$ cat config.mk
export PLATFORM = sky130hd
export DESIGN_NAME = shake_arbiter
export DESIGN_NICKNAME = d
export VERILOG_FILES = /design/src/rtl/shake_arbiter.sv
export SDC_FILE = /design/constraint.sdc
export NUM_CORES = 1
export LEC_CHECK = 0
export CAP_MARGIN = 20
export CORE_ASPECT_RATIO = 0.5
export CORE_MARGIN = 2
export CORE_UTILIZATION = 34
export DETAILED_ROUTE_END_ITERATION = 10
export PLACE_DENSITY = 0.91
export SLEW_MARGIN = 25
export SYNTH_ARGS = -nofsm -noshare
export SYNTH_HDL_FRONTEND = slang
export SYNTH_SLANG_ARGS = --single-unit
$ cat constraint.sdc
create_clock -name clk -period 2.4 [get_ports clk]
set_input_delay 0.36 -clock clk [delete_from_list [all_inputs] [get_ports clk]]
set_output_delay 0.36 -clock clk [all_outputs]
set_load 0.01 [all_outputs]
$ cat src/rtl/shake_arbiter.sv
// ---------------------------------------------------------------------------
// shake_arbiter
//
// Shares one SHAKE core between NUM_REQ clients. Each client drives a private
// copy of the core's 32-bit valid/ready streaming interface. When the arbiter
// is idle, it picks a requester in round-robin order. The grant then stays
// locked until the owner pulses force_done. This keeps one client's absorb and
// squeeze phases from interleaving with another client's.
//
// Ports
//   clk               : clock, all state updates on the rising edge
//   rst               : asynchronous active-low reset
//   req_din_valid     : per-client input valid (also acts as the request)
//   req_din           : per-client input words, client i at [i*W +: W]
//   req_din_ready     : per-client input ready (owner only)
//   req_dout_valid    : per-client output valid (owner only)
//   req_dout_ready    : per-client output ready
//   req_dout          : core output word, broadcast to every client
//   req_force_done    : per-client end-of-transaction pulse
//   din_valid_shake   : to core, input valid
//   din_shake         : to core, input word
//   din_ready_shake   : from core, input ready
//   dout_valid_shake  : from core, output valid
//   dout_shake        : from core, output word
//   dout_ready_shake  : to core, output ready
//   force_done_shake  : to core, end-of-transaction pulse
//   grant             : registered one-hot owner, zero when idle
//   busy              : registered, high while a transaction is open
//   words_in          : words absorbed in the current or last transaction
//   words_out         : words squeezed in the current or last transaction
// ---------------------------------------------------------------------------
module shake_arbiter #(
  parameter int NUM_REQ = 3,
  parameter int W       = 32,
  parameter int CNT_W   = 16
) (
  input  logic                 clk,
  input  logic                 rst,
  input  logic [NUM_REQ-1:0]   req_din_valid,
  input  logic [NUM_REQ*W-1:0] req_din,
  output logic [NUM_REQ-1:0]   req_din_ready,
  output logic [NUM_REQ-1:0]   req_dout_valid,
  input  logic [NUM_REQ-1:0]   req_dout_ready,
  output logic [W-1:0]         req_dout,
  input  logic [NUM_REQ-1:0]   req_force_done,
  output logic                 din_valid_shake,
  output logic [W-1:0]         din_shake,
  input  logic                 din_ready_shake,
  input  logic                 dout_valid_shake,
  input  logic [W-1:0]         dout_shake,
  output logic                 dout_ready_shake,
  output logic                 force_done_shake,
  output logic [NUM_REQ-1:0]   grant,
  output logic                 busy,
  output logic [CNT_W-1:0]     words_in,
  output logic [CNT_W-1:0]     words_out
);

  localparam int LAST_W = (NUM_REQ > 1) ? $clog2(NUM_REQ) : 1;

  typedef enum logic {
    IDLE = 1'b0,
    BUSY = 1'b1
  } state_e;

  state_e               state_q;
  logic [NUM_REQ-1:0]   grant_q;
  logic                 busy_q;
  logic [LAST_W-1:0]    last_q;
  logic [CNT_W-1:0]     words_in_q;
  logic [CNT_W-1:0]     words_out_q;

  logic                 sel_found;
  logic [LAST_W-1:0]    sel_idx;
  logic [NUM_REQ-1:0]   sel_onehot;
  logic                 din_hs;
  logic                 dout_hs;

  // Round-robin pick. The scan starts at the slot after the last owner and
  // wraps modulo NUM_REQ. The first requester found wins.
  // NOTE: every signal written in an always_comb gets a default at the top.
  // Without it, some path leaves the signal unassigned and a latch is inferred.
  always_comb begin
    sel_found = 1'b0;
    sel_idx   = last_q;
    for (int k = 1; k <= NUM_REQ; k++) begin
      if (!sel_found && req_din_valid[(int'(last_q) + k) % NUM_REQ]) begin
        sel_found = 1'b1;
        sel_idx   = LAST_W'((int'(last_q) + k) % NUM_REQ);
      end
    end
  end

  assign sel_onehot = NUM_REQ'(1) << sel_idx;

  // Owner mux. grant_q is one-hot while busy and all-zero while idle. When
  // idle, no branch fires and every core-facing output stays at 0.
  always_comb begin
    din_valid_shake  = 1'b0;
    din_shake        = '0;
    dout_ready_shake = 1'b0;
    force_done_shake = 1'b0;
    for (int i = 0; i < NUM_REQ; i++) begin
      if (grant_q[i]) begin
        din_valid_shake  = req_din_valid[i];
        din_shake        = req_din[i*W +: W];
        dout_ready_shake = req_dout_ready[i];
        force_done_shake = req_force_done[i];
      end
    end
  end

  assign req_din_ready  = grant_q & {NUM_REQ{din_ready_shake}};
  assign req_dout_valid = grant_q & {NUM_REQ{dout_valid_shake}};
  assign req_dout       = dout_shake;

  assign din_hs  = din_valid_shake & din_ready_shake;
  assign dout_hs = dout_valid_shake & dout_ready_shake;

  // After reset, last points at the final client, so client 0 wins the
  // first arbitration.
  // NOTE: sequential state uses non-blocking assignments only. Every register
  // then samples pre-edge values, whatever order the statements are in.
  always_ff @(posedge clk or negedge rst) begin
    if (!rst) begin
      state_q     <= IDLE;
      grant_q     <= '0;
      busy_q      <= 1'b0;
      last_q      <= LAST_W'(NUM_REQ - 1);
      words_in_q  <= '0;
      words_out_q <= '0;
    end else begin
      case (state_q)
        IDLE: begin
          if (sel_found) begin
            state_q     <= BUSY;
            grant_q     <= sel_onehot;
            busy_q      <= 1'b1;
            last_q      <= sel_idx;
            words_in_q  <= '0;
            words_out_q <= '0;
          end
        end
        BUSY: begin
          // A handshake in the same cycle as force_done is still counted.
          if (din_hs && (words_in_q != {CNT_W{1'b1}})) begin
            words_in_q <= words_in_q + CNT_W'(1);
          end
          if (dout_hs && (words_out_q != {CNT_W{1'b1}})) begin
            words_out_q <= words_out_q + CNT_W'(1);
          end
          // Only the owner's force_done reaches force_done_shake.
          if (force_done_shake) begin
            state_q <= IDLE;
            grant_q <= '0;
            busy_q  <= 1'b0;
          end
        end
        default: begin
          state_q <= IDLE;
          grant_q <= '0;
          busy_q  <= 1'b0;
        end
      endcase
    end
  end

  assign grant     = grant_q;
  assign busy      = busy_q;
  assign words_in  = words_in_q;
  assign words_out = words_out_q;

endmodule
---- Word-level counts from Yosys, hierarchy flattened ----
Index checks and enable logic that the tools add are counted.
word-level totals
  register bits after elaboration ......... 39
  bits of input ports ..................... 141
  output and inout port bits .............. 109
  logic and storage cells ................. 80
operators by class
  $add $sub $neg .......................... 5
  div/mod/pow operators ................... 3
  $lt $le $gt $ge ......................... 3
  equality and inequality tests ........... 6
  shift operators ......................... 1
  mux-type cells .......................... 41
  bitwise operators ....................... 5
  reduce and logical (&&, ||, !) cells .... 10
operator list
  cell                                                         number
  less-than comparator 32 x 4 -> 1 bit, second input constant  3
  remainder unit 32 x 3 -> 32 bit, second input constant       3
  2-to-1 mux 32 bit                                            3
  case mux 16 bit (2 select lines)                             2
  2-to-1 mux 16 bit                                            3
  adder 16 x 1 -> 16 bit, second input constant                2
  inequality test 16 bit, second input constant                2
  2-to-1 mux 1 bit                                             22
  AND reduction 2 bit                                          4
  adder 2 x 2 -> 3 bit, second input constant                  2
  bitwise AND 3 bit                                            2
  binary-select mux 1 bit (select 2 bit)                       3
  2-to-1 mux 2 bit                                             3
  2-to-1 mux 3 bit                                             2
  case mux 3 bit (2 select lines)                              1
  logical AND 1 bit                                            4
  inequality test 2 x 1 -> 1 bit, second input constant        2
  inequality test 2 bit, second input constant                 2
  case mux 1 bit (2 select lines)                              2
  adder 2 x 1 -> 3 bit, second input constant                  1
  left shift 1 x 2 -> 3 bit, first input constant              1
  bitwise AND 1 bit                                            2
  zero test 1 bit                                              2
  NOT 1 bit                                                    1

---- Depth between registers and ports, before layout ----
  depth in word-level cells ............... 15
  mapped depth ............................ 9
  depth with buffers taken out ............ 7

---- Worst setup path after synthesis ----
OpenSTA, ideal clock, no wires.
  path kind ............................... reg2reg
  start ................................... register last_q[1]
  end ..................................... register grant_q[1] (netlist: grant[1])
  library setup time ...................... 135 ps
  data arrival time ....................... 2056 ps
  data required time ...................... 2265 ps
  setup slack ............................. 209 ps
  cell stages (with the launch flop) ...... 8
  buffers on the path ..................... 2
  period minus slack after synthesis ...... 2191 ps
  cells stage by stage .................... dfstp_2 > ha_1 > buf_2 > mux2i_1 > o22ai_1 > o31ai_2 > clkbuf_1 > o21ai_0
between the ends
  word-level cells in the longest chain between the ends .. 15
  elaborated cells on any way between the ends .. 30
  those cells by class .................... add/sub (3); div (3); eq/ne (1); shift (1); mux (17); reduce/logical (5)
RTL lines
  what                                                  RTL line  source
  from (decl)                                           69        logic [LAST_W-1:0] last_q;
  from (signal assigned)                                129       last_q <= LAST_W'(NUM_REQ - 1);
  from (signal assigned)                                139       last_q <= sel_idx;
  adder 2 x 1 -> 3 bit                                  87, 89
  remainder unit 32 x 3 -> 32 bit                       87, 89
  binary-select mux 1 bit (select 2 bit)                87        if (!sel_found && req_din_valid[(int'(last_q) + k) % NUM_REQ]) begin
  2-to-1 mux 1 bit (not written as such) (2 in series)  87
  2-to-1 mux 1 bit                                      87
  zero test 1 bit                                       87
  logical AND 1 bit                                     87
  2-to-1 mux 1 bit                                      87
  zero test 1 bit                                       87
  logical AND 1 bit                                     87
  2-to-1 mux 2 bit                                      87
  left shift 1 x 2 -> 3 bit                             94        assign sel_onehot = NUM_REQ'(1) << sel_idx;
  2-to-1 mux 3 bit                                      135       if (sel_found) begin
  case mux 3 bit (2 select lines)                       133       case (state_q)
  to (signal assigned)                                  137       grant_q <= sel_onehot;
  to (decl)                                             67        logic [NUM_REQ-1:0] grant_q;
Parallel ways exist; a longest one is shown, timed or not. The select of a mux whose other input is x is not followed.
A chain may end at the register's enable or synchronous reset.

---- Worst setup path after layout ----
  start ................................... register grant_q[1] (netlist: grant[1])
  end ..................................... output port din_shake[19]
between the ends
  word-level cells in the longest chain between the ends .. 2
RTL lines
  what                             RTL line  source
  2-to-1 mux 32 bit (2 in series)  104       if (grant_q[i]) begin
  to (decl)                        47        output logic [W-1:0] din_shake,
Every way passes these cells.

==> out/qor.yml <==
synthesis:
  syn_nets: 567
  synth.yosys.seq_area_share_pct: 30.4
  avgSynthCellArea_um2: 7.65
  synth_edf_count: 0
  yosys_most_used_dff: "dfrtp_1"
  synthArstFlopShare_pct: 100
  yosys_warnings: 0
  ys_ff_latch: 39
  ys_types: 53
  syn_area_um2: 3210
  syn-instance-count: 420
placement:
  hpwl_mm: 9.72
  portBuffers: 185
  dpl_worst_slack_ns: 0.00773
  gp_congestion: 0.875
  dp.cells: 699
  placed_cell_area_um2: 5110
route:
  routed_via_density: 5.62
  wl_mm: 12.6
  drc: 0
  vias: 3971
  dr.max_layer_used: "met5"
  wl_met1_mm: 4.97
  wire_per_inst_um: 17.8
  dr.pass1.iters: 5
  drt_iter0_drc: 352
  ant_nets: 0
  wl_met3_mm: 1.24
  wl_met2_mm: 6.01
setup_path:
  worst_path_max_delay_cell: "clkdlybuf4s50_1"
  path_max_fanout: 17
  required_ns: 2.04
  cpMostUsedCell: "buf_6"
  cp.arrival_ns: 1.95
  crit_chain: "buf_6, buf_6, a22oi_1, o21ai_0, clkdlybuf4s50_1"
  cp-startpoint: "grant[1]"
  critical_path.top_delay_family: "buffers and inverters"
  cp-start-kind: "flop"
  critPathKind: "flop to primary output"
  endpoint_kind: "primary output"
  r2r_start: "last_q[1]"
  max_stage_delay_ns: 0.56
  path_buf_inv: 3
timing:
  rsz0062_at_grt: "no"
  setup_ws_ns: 0.0936
  hold_violations: 0
  period_needed_ns: 2.31
  slew_violations: 0
  max_slew.worst_pin.slew_ns: 0.873
  setup_tns_ns: 0
  clock_skew_ns: 0.00295
  setup_viol: 0
  relSlewSlack_pct: 41.8
  period_share_pct: 96.1
  max_freq_ghz: 0.434
clock_network:
  clk_latency_ns: 0.28
  cts-buffers-inserted: 5
  clock-root-buffer: "clkbuf_16"
  cts_max_path_buffers: 2
  cts.htree.levels: 2
  clock_sinks: 39
  hold_buffers: 0
  cts_tree: "done"
  cts.clk_slew.worst_paths_ns: 0.06
floorplan:
  die_w_um: 141
  initial_utilization_pct: 34.5
  fp.coreArea_um2: 9320
  row_count: 25
  ios: 250
  die_y_um: 72.7
  die_area_um2: 10300
global_route:
  antenna_found_initial: 1
  grt_pass1_vias: 3561
  grtUsageTotal_pct: 22.2
  gr-total-overflow: 0
  grt_max_degree: 42
  grt_pass1_wl_mm: 18.2
final_layout:
  finalNonFillerCells: 707
  nets: 732
  drive_above_1_share_pct: 9.22
  area_growth_pct: 66.5
  final_core_util_pct: 57.4
  design_area_um2: 5350
  antenna_cells: 0
run_status:
  status: "complete, no violations"
worst_hold_path:
  hold_path.class: "input pin to asynchronous set/reset pin"
pwr:
  power_density_nw_per_um2: 788
  ir_drop_mv: 0.307
  p_leak_nw: 2.18
job:
  drv_cap: 0
-- what timing repair did --
item,CTS,global route
resized for setup,3,20
setup buffers,0,0
hold endpoints to repair,0,0
endpoints found under the setup margin,17,25
-- cell usage after synthesis (2+ instances only) --
cell | count | area (um^2)
nand2_1 | 72 | 270
o22ai_1 | 2 | 12.5
or4_1 | 12 | 90.1
nand3b_1 | 3 | 22.5
nor2_1 | 12 | 45.0
a22oi_1 | 32 | 240
nor2b_1 | 4 | 25.0
a21o_1 | 2 | 15.0
a221o_1 | 2 | 20.0
nand3_1 | 17 | 85.1
nor4_1 | 2 | 12.5
o21ai_0 | 44 | 220
buf_2 | 6 | 30.0
nor3_1 | 4 | 20.0
xnor2_1 | 3 | 26.3
a211oi_1 | 3 | 22.5
a21oi_1 | 25 | 125
clkbuf_1 | 16 | 60.1
dfrtp_1 | 38 | 951
and2_1 | 7 | 43.8
nand4_1 | 2 | 12.5
or2_2 | 2 | 12.5
o21a_1 | 3 | 22.5
o31a_1 | 2 | 17.5
and3_1 | 4 | 25.0
o31ai_1 | 12 | 90.1
inv_1 | 9 | 33.8
buf_4 | 33 | 248
mux2i_1 | 4 | 40.0
or3_1 | 5 | 31.3
a31oi_1 | 11 | 68.8
ha_1 | 6 | 75.1
-- stage by stage --
stage | power, mW | hold slack (ns)
final | 4.22 | 0.190
after global routing | 4.45 | 0.266
after CTS | 4.17 | 0.212
after detailed placement | 3.38 | 0.515
after global placement | 3.32 | 0.492
after floorplan | 2.12 | 0.0644
-- registers in the layout, summed over array words and instances, names as in the netlist --
signal / flops
words_in: 16
words_out: 16
grant: 3
last_q: 2
busy: 1
state_q: 1
-- worst paths after layout --
path,cells after the start,endpoint,slack [ns]
worst min register to register,2,last_q[1],0.53
min in group clk,2,last_q[1],0.53
max in group asynchronous,1,grant[1],1.60
worst min-delay path,1,words_in[10],0.19
worst max register to register,8,words_out[9],0.13
worst max-delay path,5,din_shake[19],0.09
-- worst register-to-register path, delay by kind of cell, from the launching register on --
kind | cells | cell delay [ns]
AO/OA/AOI/OAI | 3 | 0.73
adder cells (fa/ha/maj) | 1 | 0.23
buffers and inverters | 2 | 0.27
flip-flops | 1 | 0.57
multiplexers | 1 | 0.24
AND/OR/NAND/NOR | 1 | 0.15
-- layout make-up --
class                           count  area, um^2
Timing Repair Buffer              215        2130
Tap cell                          121         151
Sequential cell                    39         980
Clock inverter                      2        35.0
Fill cell                         762        3970
Clock buffer                        6         139
Multi-Input combinational cell    314        1880
Inverter                           10        37.5
-- layout by cell type (no fill, tap or decap), types with 12 or more instances in the layout --
cell,synthesis,routed
o21ai_0,44,43
nand2_1,72,72
nand3_1,17,17
or4_1,12,12
nor2_1,12,12
dfrtp_1,38,36
clkdlybuf4s50_1,0,171
o31ai_1,12,12
a21oi_1,25,25
a22oi_1,32,32
buf_4,33,26
-- metal layers --
metal	vias up	GRT usage [%]
met1	1830	28.6
li1	1857	-
met5	-	0
met2	245	37.7
met4	2	7.89
met3	37	4.59
-- kinds of logic after synthesis --
kind of cell	Yosys count	share of synthesized area [%]
and+or+nand+nor	152	23.3
AOI/OAI and AO/OA	148	29.5
buffers and inverters	67	12.1
DFF	39	30.4
adders and majority gates	6	2.34
xor gates and xnor gates	4	1.09
muxes	4	1.25
-- report_power, final --
group	total [mW]	switching [mW]	internal, mW
Sequential	0.899	0.145	0.754
Combinational	2.54	1.27	1.27
Clock	0.780	0.263	0.517
No activity file was read; power rests on OpenSTA's default activity.
